--- src/rtl/if_stage.sv ---
// Instruction-fetch stage: owns the PC, issues one imem request at a time and
// delivers (pc, instr) to ID through a registered slot backed by a one-entry skid.
module if_stage #(
   parameter logic [31:0] RESET_PC  = 32'h0000_0000,
   parameter logic [31:0] NOP_INSTR = 32'h0000_0013
) (
   input  logic        clk,
   input  logic        reset,
   output logic        imem_req_valid,
   input  logic        imem_req_ready,
   output logic [31:0] imem_req_addr,
   input  logic        imem_rsp_valid,
   input  logic [31:0] imem_rsp_data,
   input  logic        redirect_valid,
   input  logic [31:0] redirect_pc,
   input  logic        stall,
   output logic        out_valid,
   output logic [31:0] out_pc,
   output logic [31:0] out_instr,
   output logic [1:0]  dbg_state
);

   // Handshake: a request transfers on a cycle with imem_req_valid && imem_req_ready;
   // once raised, valid and addr hold until that transfer or a redirect. Each accepted
   // request returns exactly one imem_rsp_valid pulse, no earlier than the next cycle.
   typedef enum logic [1:0] {
      S_FETCH = 2'd0,
      S_WAIT  = 2'd1,
      S_HOLD  = 2'd2
   } state_t;

   state_t      state_q, state_d;
   logic [31:0] pc_q, pc_d;
   logic [31:0] fetch_pc_q, fetch_pc_d;
   logic        drop_q, drop_d;
   logic        skid_valid_q, skid_valid_d;
   logic [31:0] skid_pc_q, skid_pc_d;
   logic [31:0] skid_instr_q, skid_instr_d;
   logic        out_valid_q, out_valid_d;
   logic [31:0] out_pc_q, out_pc_d;
   logic [31:0] out_instr_q, out_instr_d;

   always_comb begin
      state_d      = state_q;
      pc_d         = pc_q;
      fetch_pc_d   = fetch_pc_q;
      drop_d       = drop_q;
      skid_valid_d = skid_valid_q;
      skid_pc_d    = skid_pc_q;
      skid_instr_d = skid_instr_q;
      out_valid_d  = out_valid_q;
      out_pc_d     = out_pc_q;
      out_instr_d  = out_instr_q;

      // ID consumes the slot whenever it is not stalled; refills below override this.
      if (!stall) begin
         out_valid_d = 1'b0;
         out_instr_d = NOP_INSTR;
      end

      if (redirect_valid) begin
         pc_d         = redirect_pc & 32'hFFFF_FFFC;
         out_valid_d  = 1'b0;
         out_instr_d  = NOP_INSTR;
         skid_valid_d = 1'b0;
         if ((state_q == S_WAIT) && !imem_rsp_valid) begin
            drop_d  = 1'b1;
            state_d = S_WAIT;
         end else begin
            drop_d  = 1'b0;
            state_d = S_FETCH;
         end
      end else begin
         case (state_q)
            S_FETCH: begin
               if (imem_req_ready) begin
                  fetch_pc_d = pc_q;
                  pc_d       = pc_q + 32'd4;
                  state_d    = S_WAIT;
               end
            end
            S_WAIT: begin
               if (imem_rsp_valid) begin
                  if (drop_q) begin
                     drop_d  = 1'b0;
                     state_d = S_FETCH;
                  end else if (!out_valid_q || !stall) begin
                     out_valid_d = 1'b1;
                     out_pc_d    = fetch_pc_q;
                     out_instr_d = imem_rsp_data;
                     state_d     = S_FETCH;
                  end else begin
                     skid_valid_d = 1'b1;
                     skid_pc_d    = fetch_pc_q;
                     skid_instr_d = imem_rsp_data;
                     state_d      = S_HOLD;
                  end
               end
            end
            S_HOLD: begin
               if (!stall) begin
                  out_valid_d  = skid_valid_q;
                  out_pc_d     = skid_pc_q;
                  out_instr_d  = skid_instr_q;
                  skid_valid_d = 1'b0;
                  state_d      = S_FETCH;
               end
            end
            default: state_d = S_FETCH;
         endcase
      end
   end

   always_ff @(posedge clk or negedge reset) begin
      if (!reset) begin
         state_q      <= S_FETCH;
         pc_q         <= RESET_PC;
         fetch_pc_q   <= RESET_PC;
         drop_q       <= 1'b0;
         skid_valid_q <= 1'b0;
         skid_pc_q    <= 32'd0;
         skid_instr_q <= NOP_INSTR;
         out_valid_q  <= 1'b0;
         out_pc_q     <= 32'd0;
         out_instr_q  <= NOP_INSTR;
      end else begin
         state_q      <= state_d;
         pc_q         <= pc_d;
         fetch_pc_q   <= fetch_pc_d;
         drop_q       <= drop_d;
         skid_valid_q <= skid_valid_d;
         skid_pc_q    <= skid_pc_d;
         skid_instr_q <= skid_instr_d;
         out_valid_q  <= out_valid_d;
         out_pc_q     <= out_pc_d;
         out_instr_q  <= out_instr_d;
      end
   end

   // The redirect gate keeps a request from going out at the old pc in the flush cycle.
   assign imem_req_valid = (state_q == S_FETCH) && !redirect_valid;
   assign imem_req_addr  = pc_q;
   assign out_valid      = out_valid_q;
   assign out_pc         = out_pc_q;
   assign out_instr      = out_instr_q;
   assign dbg_state      = state_q;

endmodule
--- config.mk ---
export PLATFORM = sky130hd
export DESIGN_NAME = if_stage
export DESIGN_NICKNAME = d
export VERILOG_FILES = /design/src/rtl/if_stage.sv
export SDC_FILE = /design/constraint.sdc
export NUM_CORES = 1
export LEC_CHECK = 0
export ABC_CLOCK_PERIOD_IN_PS = 6900
export BUFFER_PORTS_ARGS = -buffer_cell sky130_fd_sc_hd__buf_2
export CAP_MARGIN = 20
export CORE_MARGIN = 2
export CORE_UTILIZATION = 59
export CTS_BUF_LIST = sky130_fd_sc_hd__clkbuf_8 sky130_fd_sc_hd__clkbuf_16
export CTS_CLUSTER_DIAMETER = 40
export DETAILED_ROUTE_END_ITERATION = 10
export HOLD_SLACK_MARGIN = 0.15
export MAX_ROUTING_LAYER = met4
export PLACE_DENSITY = 0.9
export SLEW_MARGIN = 25
export SYNTH_ARGS = -nofsm -noshare
export SYNTH_HDL_FRONTEND = slang
export SYNTH_SLANG_ARGS = --single-unit
--- constraint.sdc ---
create_clock -name clk -period 6.9 [get_ports clk]
set_clock_uncertainty 0.05 [all_clocks]
set_input_delay 0.345 -clock clk [delete_from_list [all_inputs] [get_ports clk]]
set_output_delay 0.345 -clock clk [all_outputs]
set_load 0.005 [all_outputs]
==> impl_metrics.yaml <==
detailed_routing:
  topRoutingLayerUsed: "met4"
  wl_per_cell_um: 19.9
  drc: 0
  vias: 6585
  drtIter0Drc: 521
  wl_um: 21400
  wl_met3_um: 1540
  antenna_left: 0
  wl_met2_um: 10600
  drtPass1Iterations: 5
  drt-met1-wl_um: 8900
  vias_per_cell: 6.13
pwr:
  switching_share_pct: 27.3
  power_frac_clock_pct: 33.0
  pwr-share-seq_pct: 48.0
  p_leak_nw: 4.92
  max-vdd-ir-drop_uv: 190
  netSwitchingPower_mw: 0.817
  p_comb_share_pct: 19.0
  p_int_mw: 2.18
  p_per_area_nw_per_um2: 281
timing:
  fin_crit_sh_pct: 45.5
  grt_setup_unrepaired: "false"
  worst_pin_slew_ps: 1050
  fmax_mhz: 319
  fin_tns_setup_ps: 0
  min_period_ps: 3140
  whs_ps: 184
  slew_violations: 0
  setup_violations: 0
  slew-limit-headroom_pct: 29.9
  final_hold_viol_count: 0
floorplanning:
  dieHeight_um: 124
  io_pins: 170
  die-area_um2: 15400
  rows: 43
  die_x_um: 124
  core_um2: 14000
  start_util_pct: 61.0
global_route:
  overflow: 0
  grt_first_pass_wirelength_um: 35100
  antenna_found_initial: 0
  grtUsageTotal_pct: 29.0
  grt_pass1_vias: 6753
  grt_max_degree: 120
min_path:
  hold_depth: 3
  hp-class: "in2reg"
setup_path:
  cp-end-kind: "register"
  cp_data_arrival_time_ps: 3400
  crit_type: "reg2reg"
  crit_fanout: 40
  required_ps: 7160
  start_kind: "register"
  rr_worst_depth: 6
cts:
  cts_resized: 0
  root_buffer: "clkbuf_16"
  path_clk_slew_ps: 70
  cts_buffers: 17
  cts_tree: "yes"
  cts_buffer_depth: 2
  clock_sinks: 189
  clock_latency_ps: 430
  hold_buffers: 59
  post_cts_buffers: 0
  h-tree-depth: 4
synth:
  seq_area_frac_synth_pct: 55.5
  synth-async-reset-ratio_pct: 100
  synth_cell_types: 58
  synth.avg_cell_area_um2: 12.5
  synth_area_um2: 8530
  synth_flop_cell: "dfrtp_1"
  synth_edf_count: 0
  synthCells: 682
  ys_seq_elements: 189
  ys_warn_count: 0
finish:
  synthToLayoutAreaGrowth_pct: 24.7
  nets: 956
  drive_gt1_share_pct: 41.2
  layout.cells.most_common: "dfrtp_1"
  antenna_cells: 0
  final_cell_mix: "dfrtp_1, buf_2, mux2_2"
  layout.cells.non_filler: 1075
  finalInstanceArea_um2: 10600
  final_core_util_pct: 76.0
run:
  max_cap_violations: 0
placement:
  dp.cells: 984
  dpl.hpwl_um: 12600
  globalplace.congestion: 0.816
  port_buffers: 163
  dpl_cell_area_um2: 9450
run_status:
  status: "finished clean"
[power groups by stage]
stage / sequential [mW] / clock (mW) / combinational [mW]
2_1_floorplan: 1.43 / 0 / 0.305
3_3_place_gp: 1.44 / 0 / 0.516
3_5_place_dp: 1.45 / 0 / 0.535
4_1_cts: 1.44 / 0.995 / 0.566
5_1_grt: 1.46 / 1.04 / 0.620
6_report: 1.44 / 0.987 / 0.568
[worst max-delay path, cell delays in order (launching register included)]
cell	delay [ps]
dfrtp_1	400
inv_1	110
ha_2	890
nor3b_1	270
a21oi_1	90
nor2_4	770
mux2_2	420
[final timing paths]
kind,from,end,slack [ps]
worst min register to register,out_instr[14]$_DFF_PN0_,out_instr[14]$_DFF_PN0_,440
max in group asynchronous,reset,skid_instr_q[23]$_DFFE_PN0P_,4790
worst max register to register,dbg_state[0]$_DFFE_PN0P_,out_pc[31]$_DFFE_PN0P_,3760
min in group asynchronous,reset,out_pc[24]$_DFFE_PN0P_,530
worst max-delay path,dbg_state[0]$_DFFE_PN0P_,out_pc[31]$_DFFE_PN0P_,3760
worst min-delay path,redirect_pc[28],imem_req_addr[28]$_DFFE_PN0N_,180
[cells in the mapped netlist (2+ instances only)]
cell / instances / area share [%]
nand4bb_1: 2 / 0.26
o41ai_1: 2 / 0.21
nor3b_1: 2 / 0.18
o21a_1: 2 / 0.18
nor4_1: 4 / 0.29
a31oi_1: 16 / 1.2
clkbuf_1: 29 / 1.3
nor3_1: 3 / 0.18
nor2b_1: 3 / 0.22
nand2_1: 30 / 1.3
o2bb2ai_1: 28 / 2.9
o31ai_1: 9 / 0.79
buf_1: 4 / 0.18
nand3_1: 17 / 1.0
or4_1: 11 / 0.97
dfstp_2: 6 / 1.8
dfrtp_1: 183 / 54
and3_1: 8 / 0.59
a32oi_1: 3 / 0.31
o31a_1: 2 / 0.21
xor2_1: 5 / 0.51
a22oi_1: 28 / 2.5
ha_1: 4 / 0.59
o21ai_0: 28 / 1.6
or3_1: 2 / 0.15
a211o_1: 4 / 0.41
and2_1: 3 / 0.22
buf_2: 10 / 0.59
nand2b_1: 4 / 0.29
a21oi_1: 6 / 0.35
clkbuf_2: 2 / 0.12
inv_1: 13 / 0.57
mux2_2: 148 / 20
nor2_1: 20 / 0.88
buf_4: 4 / 0.35
xnor2_1: 6 / 0.62
and4_1: 3 / 0.31
nand4_1: 7 / 0.51
a31o_2: 2 / 0.21
[registers in the layout, summed over array words and instances, names as in the netlist]
signal / count
imem_req_addr: 30
skid_valid_q: 1
dbg_state: 2
skid_pc_q: 30
out_instr: 32
out_valid: 1
drop_q: 1
fetch_pc_q: 30
out_pc: 30
skid_instr_q: 32
[cell type report]
class | instances | area (um^2)
Fill cell | 845 | 3360
Timing Repair Buffer | 228 | 1460
Sequential cell | 189 | 4740
Clock inverter | 13 | 140
Clock buffer | 19 | 453
Tap cell | 180 | 225
Inverter | 14 | 52.6
Multi-Input combinational cell | 432 | 3560
[kinds of logic after synthesis]
| family | share of synthesized area (%) |
|---|---|
| mux | 19.7 |
| other cells | 0.0440 |
| simple gates | 8.10 |
| compound gates | 11.7 |
| xor+xnor | 1.13 |
| flops | 55.5 |
| buf+inv | 3.26 |
| fa+ha+maj | 0.587 |
[through the flow]
stage	worst slack (ps)	power (mW)
finish	3760	2.99
global route	3590	3.13
CTS	3610	3.00
detailed placement	3150	1.99
global placement	3200	1.96
floorplan	4670	1.73
[per-layer routing]
layer / up-vias / global-route usage [%]
li1: 2920 / -
met1: 3337 / 37.3
met4: 0 / 9.25
met2: 288 / 46.1
met5: - / -
met3: 40 / 6.71
Note: power is estimated with default switching activity, not from simulation.
